`config.mk`:
```
export PLATFORM = sky130hd
export DESIGN_NAME = xorshift_rewind_flat
export DESIGN_NICKNAME = d
export VERILOG_FILES = /design/src/rtl/xorshift_pkg.sv /design/src/rtl/xorshift_rewind_if.sv /design/src/rtl/xorshift_inv_stage.sv /design/src/rtl/xorshift_rewind.sv /design/src/flat_wrapper.sv
export SDC_FILE = /design/constraint.sdc
export NUM_CORES = 1
export LEC_CHECK = 0
export ABC_CLOCK_PERIOD_IN_PS = 2100
export CORE_UTILIZATION = 46
export DETAILED_ROUTE_END_ITERATION = 12
export GPL_TIMING_DRIVEN = 0
export PLACE_DENSITY = 0.76
export SLEW_MARGIN = 30
export SYNTH_ARGS = -nofsm -noshare
export SYNTH_HDL_FRONTEND = slang
export SYNTH_SLANG_ARGS = --single-unit
```
`constraint.sdc`:
```
create_clock -name clock -period 2.1 [get_ports clock]
set_input_delay 0.21 -clock clock [delete_from_list [all_inputs] [get_ports clock]]
set_output_delay 0.21 -clock clock [all_outputs]
set_load 0.005 [all_outputs]
```
`src/rtl/xorshift_pkg.sv`:
```
// Shared constants and FSM type for the 32-bit xorshift (13/17/5) generator and its inverse.
package xorshift_pkg;

  localparam int unsigned XS_WIDTH = 32;
  localparam int unsigned XS_A     = 13;
  localparam int unsigned XS_B     = 17;
  localparam int unsigned XS_C     = 5;

  typedef enum logic [2:0] {
    StIdle,
    StUndo5,
    StUndo17,
    StUndo13,
    StDone
  } xs_state_e;

endpackage

```
`src/rtl/xorshift_rewind_if.sv`:
```
// Control/status bundle between a rewind client (master) and xorshift_rewind (slave).
interface xorshift_rewind_if #(
  parameter int unsigned COUNT_W = 16
);
  import xorshift_pkg::*;

  logic                load;
  logic [XS_WIDTH-1:0] load_state;
  logic                start;
  logic [COUNT_W-1:0]  steps;
  logic [XS_WIDTH-1:0] state_out;
  logic                busy;
  logic                done;

  modport master (
    output load, load_state, start, steps,
    input  state_out, busy, done
  );

  modport slave (
    input  load, load_state, start, steps,
    output state_out, busy, done
  );

endinterface

```
`src/rtl/xorshift_inv_stage.sv`:
```
// Combinational inverse of y ^ (y shift K): xor of y shifted by every multiple of K below 32.
module xorshift_inv_stage
  import xorshift_pkg::*;
#(
  parameter int unsigned K    = 5,
  parameter bit          Left = 1'b1
) (
  input  logic [XS_WIDTH-1:0] y,
  output logic [XS_WIDTH-1:0] x
);

  always_comb begin
    x = y;
    for (int unsigned i = 1; i * K < XS_WIDTH; i++) begin
      x = x ^ (Left ? (y << (i * K)) : (y >> (i * K)));
    end
  end

endmodule

```
`src/rtl/xorshift_rewind.sv`:
```
// Steps the xorshift sequence backwards N times, one inverse shift-xor stage per clock.
module xorshift_rewind
  import xorshift_pkg::*;
#(
  parameter logic [XS_WIDTH-1:0] SEED    = 32'hdeadbeef,
  parameter int unsigned         COUNT_W = 16
) (
  input  logic               clock,
  input  logic               reset,
  xorshift_rewind_if.slave   bus
);

  xs_state_e           fsm_q;
  logic [XS_WIDTH-1:0] state_q;
  logic [COUNT_W-1:0]  remaining_q;
  logic                busy_q;
  logic                done_q;

  logic [XS_WIDTH-1:0] undo5, undo17, undo13, stage_x;

  // Forward order is 13, 17, 5, so the inverse undoes 5 first.
  xorshift_inv_stage #(.K(XS_C), .Left(1'b1)) u_undo5 (
    .y (state_q),
    .x (undo5)
  );

  xorshift_inv_stage #(.K(XS_B), .Left(1'b0)) u_undo17 (
    .y (state_q),
    .x (undo17)
  );

  xorshift_inv_stage #(.K(XS_A), .Left(1'b1)) u_undo13 (
    .y (state_q),
    .x (undo13)
  );

  always_comb begin
    stage_x = state_q;
    unique case (fsm_q)
      StUndo5:  stage_x = undo5;
      StUndo17: stage_x = undo17;
      StUndo13: stage_x = undo13;
      default:  stage_x = state_q;
    endcase
  end

  always_ff @(posedge clock or posedge reset) begin
    if (reset) begin
      fsm_q       <= StIdle;
      state_q     <= SEED;
      remaining_q <= '0;
      busy_q      <= 1'b0;
      done_q      <= 1'b0;
    end else begin
      unique case (fsm_q)
        StIdle: begin
          if (bus.load) begin
            state_q <= bus.load_state;
          end else if (bus.start) begin
            if (bus.steps != '0) begin
              remaining_q <= bus.steps;
              fsm_q       <= StUndo5;
              busy_q      <= 1'b1;
            end else begin
              fsm_q  <= StDone;
              done_q <= 1'b1;
            end
          end
        end
        StUndo5: begin
          state_q <= stage_x;
          fsm_q   <= StUndo17;
        end
        StUndo17: begin
          state_q <= stage_x;
          fsm_q   <= StUndo13;
        end
        StUndo13: begin
          state_q <= stage_x;
          if (remaining_q == COUNT_W'(1)) begin
            fsm_q  <= StDone;
            busy_q <= 1'b0;
            done_q <= 1'b1;
          end else begin
            remaining_q <= remaining_q - COUNT_W'(1);
            fsm_q       <= StUndo5;
          end
        end
        StDone: begin
          fsm_q  <= StIdle;
          done_q <= 1'b0;
        end
        default: begin
          fsm_q  <= StIdle;
          busy_q <= 1'b0;
          done_q <= 1'b0;
        end
      endcase
    end
  end

  assign bus.state_out = state_q;
  assign bus.busy      = busy_q;
  assign bus.done      = done_q;

endmodule

```
`src/flat_wrapper.sv`:
```
// flat-port wrapper written by rule: the top's interface ports become plain ports
module xorshift_rewind_flat import xorshift_pkg::*;
#(
  parameter logic [XS_WIDTH-1:0] SEED    = 32'hdeadbeef,
  parameter int unsigned         COUNT_W = 16
)
  (clock, reset, bus_load, bus_load_state, bus_start, bus_steps, bus_state_out, bus_busy, bus_done);
  xorshift_rewind_if #(.COUNT_W(COUNT_W)) bus_i ();
  input  logic clock;
  input  logic reset;
  input wire logic [$bits(bus_i.load)-1:0] bus_load;
  input wire logic [$bits(bus_i.load_state)-1:0] bus_load_state;
  input wire logic [$bits(bus_i.start)-1:0] bus_start;
  input wire logic [$bits(bus_i.steps)-1:0] bus_steps;
  output wire logic [$bits(bus_i.state_out)-1:0] bus_state_out;
  output wire logic [$bits(bus_i.busy)-1:0] bus_busy;
  output wire logic [$bits(bus_i.done)-1:0] bus_done;
  assign bus_i.load = bus_load;
  assign bus_i.load_state = bus_load_state;
  assign bus_i.start = bus_start;
  assign bus_i.steps = bus_steps;
  assign bus_state_out = bus_i.state_out;
  assign bus_busy = bus_i.busy;
  assign bus_done = bus_i.done;
  xorshift_rewind #(.SEED(SEED), .COUNT_W(COUNT_W)) u_core (.clock(clock), .reset(reset), .bus(bus_i));
endmodule
```
==> impl_metrics.ini <==
[run_status]
outcome = finished, violations left
violations = negative setup slack

[setup_path]
path_max_fanout = 10
worst_setup_path_end_kind = flip-flop
worstReg2RegStart = u_core.remaining_q[1]
cp_data_required_time_ps = 2290
r2r_end = u_core.remaining_q[7]
rr_worst_depth = 8
critPathKind = reg -> reg
reg2reg_slack_ps = -260
start_kind = flip-flop
cp.arrival_ps = 2550

[detailed_routing]
post_drt_wl_per_cell_um = 21.09
wl_um = 14150
antenna_left = 0
viasPerCell = 6.542
vias = 4390
drc = 0
drt_iter0_markers = 503
drtPass1Iterations = 5

[clock_network]
h-tree-depth = 2
clk_pin_slew_ps = 110
clockBufferDepth = 2
root_buffer = clkbuf_8
clock_sinks = 53
clock_latency_ps = 320
cts_tree = built
numCtsBuffers = 5

[layout]
seqCellArea_um2 = 1356
n_antenna_cell = 0
fill_cells = 666
final_common_cell = clkdlybuf4s50_1
post-route-util_pct = 65.18
drive_above_1_share_pct = 16.34
final_cell_mix = 85 x clkdlybuf4s50_1, 55 x o21ai_0, 47 x nor2_1
finalNonFillerCells = 671
multi_input_area_um2 = 2412
syn_to_final_growth_pct = 34.19
nNetsFinal = 622

[sta]
worstMarginPinSlew_ps = 740.7
slew_viol_final = 0
period_needed_ps = 2359
fin_crit_sh_pct = 112.3
fmax_ghz = 0.4239
hold_slack_ps = 172.9
finalHoldViolations = 0
rsz0062_at_grt = yes
fin_ws_ps = -259.0
relSlewSlack_pct = 49.92
fin_skew_ps = 15.97
setup-violations-final = 20

[global_route]
grt_max_degree = 36
grt_pass1_wl_um = 22180
overflow = 0
grt_use_total_pct = 33.50
antenna_found_initial = 0
grt_pass1_vias = 3998

[synthesis]
netlist_instances = 468
synth_nets = 522
ys_types = 62
avgSynthCellArea_um2 = 8.186
yosysWarnings = 0
synth_ff_type = dfrtp_1
synth_edf_count = 0
seq_area_frac_synth_pct = 35.40
async_reset_ff_share_pct = 100.0
synth_area_um2 = 3831
ys_ff_latch = 53

[placement]
post-place-cells = 656
portBuffers = 85
gp_congestion = 0.9951
post-place-ws_ps = -366.5
post-dp-hpwl_um = 10210

[power_and_ir_drop]
power_leakage_nw = 1.934
peakVddDrop_v = 0.0009560
p_per_area_nw_per_um2 = 1922

[worst_hold_path]
hold_path_class = in -> async

[floorplanning]
die_x_um = 93.26
start_util_pct = 48.57
dieHeight_um = 93.26
die_area_um2 = 8697
core_um2 = 7888
rows = 32
ios = 86

[flow_run]
drv_cap = 0
==> worst max path at each step <==
stage / start / to / slack (ps)
floorplan: u_core.remaining_q[1] / u_core.remaining_q[13] / -130
global placement: reset / u_core.bus.state_out[24] / -450
detailed placement: u_core.fsm_q[1] / u_core.bus.state_out[10] / -370
CTS: u_core.remaining_q[1] / u_core.remaining_q[13] / -270
global route: u_core.remaining_q[1] / u_core.remaining_q[0] / -320
finish: u_core.remaining_q[1] / u_core.remaining_q[7] / -260
==> layout make-up <==
type / instances / share of cell area (%)
sequential: 53 / 26.38
clock inverter: 1 / 0.09735
buffer: 28 / 2.726
clock buffer: 7 / 1.485
inverter: 19 / 1.436
timing repair buffer: 96 / 18.47
tap: 102 / 2.482
multi-input combinational: 365 / 46.92
==> per-stage QoR <==
step	TNS, ps	power, mW	cell area, um^2
global placement	-21820	8.380	4820
finish	-3979	9.882	5141
CTS	-4052	9.369	5059
global route	-5143	10.53	5141
detailed placement	-9287	8.493	4848
floorplan	-836.5	6.351	3841
==> power breakdown <==
part / internal [mW] / switching, mW / leakage [nW]
Combinational: 3.09 / 3.63 / 1.29
Clock: 0.236 / 0.346 / 0.0422
Sequential: 1.72 / 0.861 / 0.599
==> critical path, cell delays in order, from the launching register on <==
cell     delay [ps]
dfrtp_1         410
inv_2            80
ha_4            120
or4b_4          460
or4b_4          570
a22oi_2         200
buf_4           170
buf_8           140
o21ai_1          80
==> per-layer routing <==
metal	share of wire, %	GRT usage, %	routed length (um)	up-vias
li1	-	-	-	1952
met1	43	50.82	6128	2111
met2	43	48.53	6047	283
met3	11	6.098	1600	44
met4	2.7	8.590	376	0
met5	0	0	0	-
==> state kept, by name, summed over array words and instances (netlist names) <==
register,flops
u_core.bus.busy,1
u_core.bus.done,1
u_core.fsm_q,3
u_core.remaining_q,16
u_core.bus.state_out,32
==> Yosys cell counts, drive strengths merged, types with 7 or more instances <==
cell    instances  area [um^2]
nor4            8        50.05
nor3           14        70.07
nand2          34        130.1
xor2            7        61.31
a21oi          37        185.2
buf             8        42.54
o21ai          70        350.3
xnor2          24        210.2
o22ai          13        81.33
o31ai           7        52.55
nor2           47        176.4
dfrtp          29        725.7
dfstp          24        630.6
inv            19        71.32
a22oi          13        102.6
clkbuf         23        86.33
==> timing repair <==
item / in CTS / in global routing
setup endpoints to repair: 38 / 46
gates cloned: 1 / 0
hold buffers: 0 / 0
resized for setup: 32 / 32
pin swaps: 9 / 8
setup buffers: 6 / 3
==> cell families (layout without fill, tap and decap cells) <==
logic type | Yosys count | after routing | synth area share, %
xor gates and xnor gates | 35 | 35 | 9.438
AOI/OAI and AO/OA | 193 | 193 | 31.94
buffers and inverters | 50 | 151 | 5.225
adders and majority gates | 2 | 2 | 0.6531
muxes | 3 | 3 | 0.8165
DFF | 53 | 53 | 35.40
and+or+nand+nor | 132 | 132 | 16.53
(Power assumes the default switching activity.)
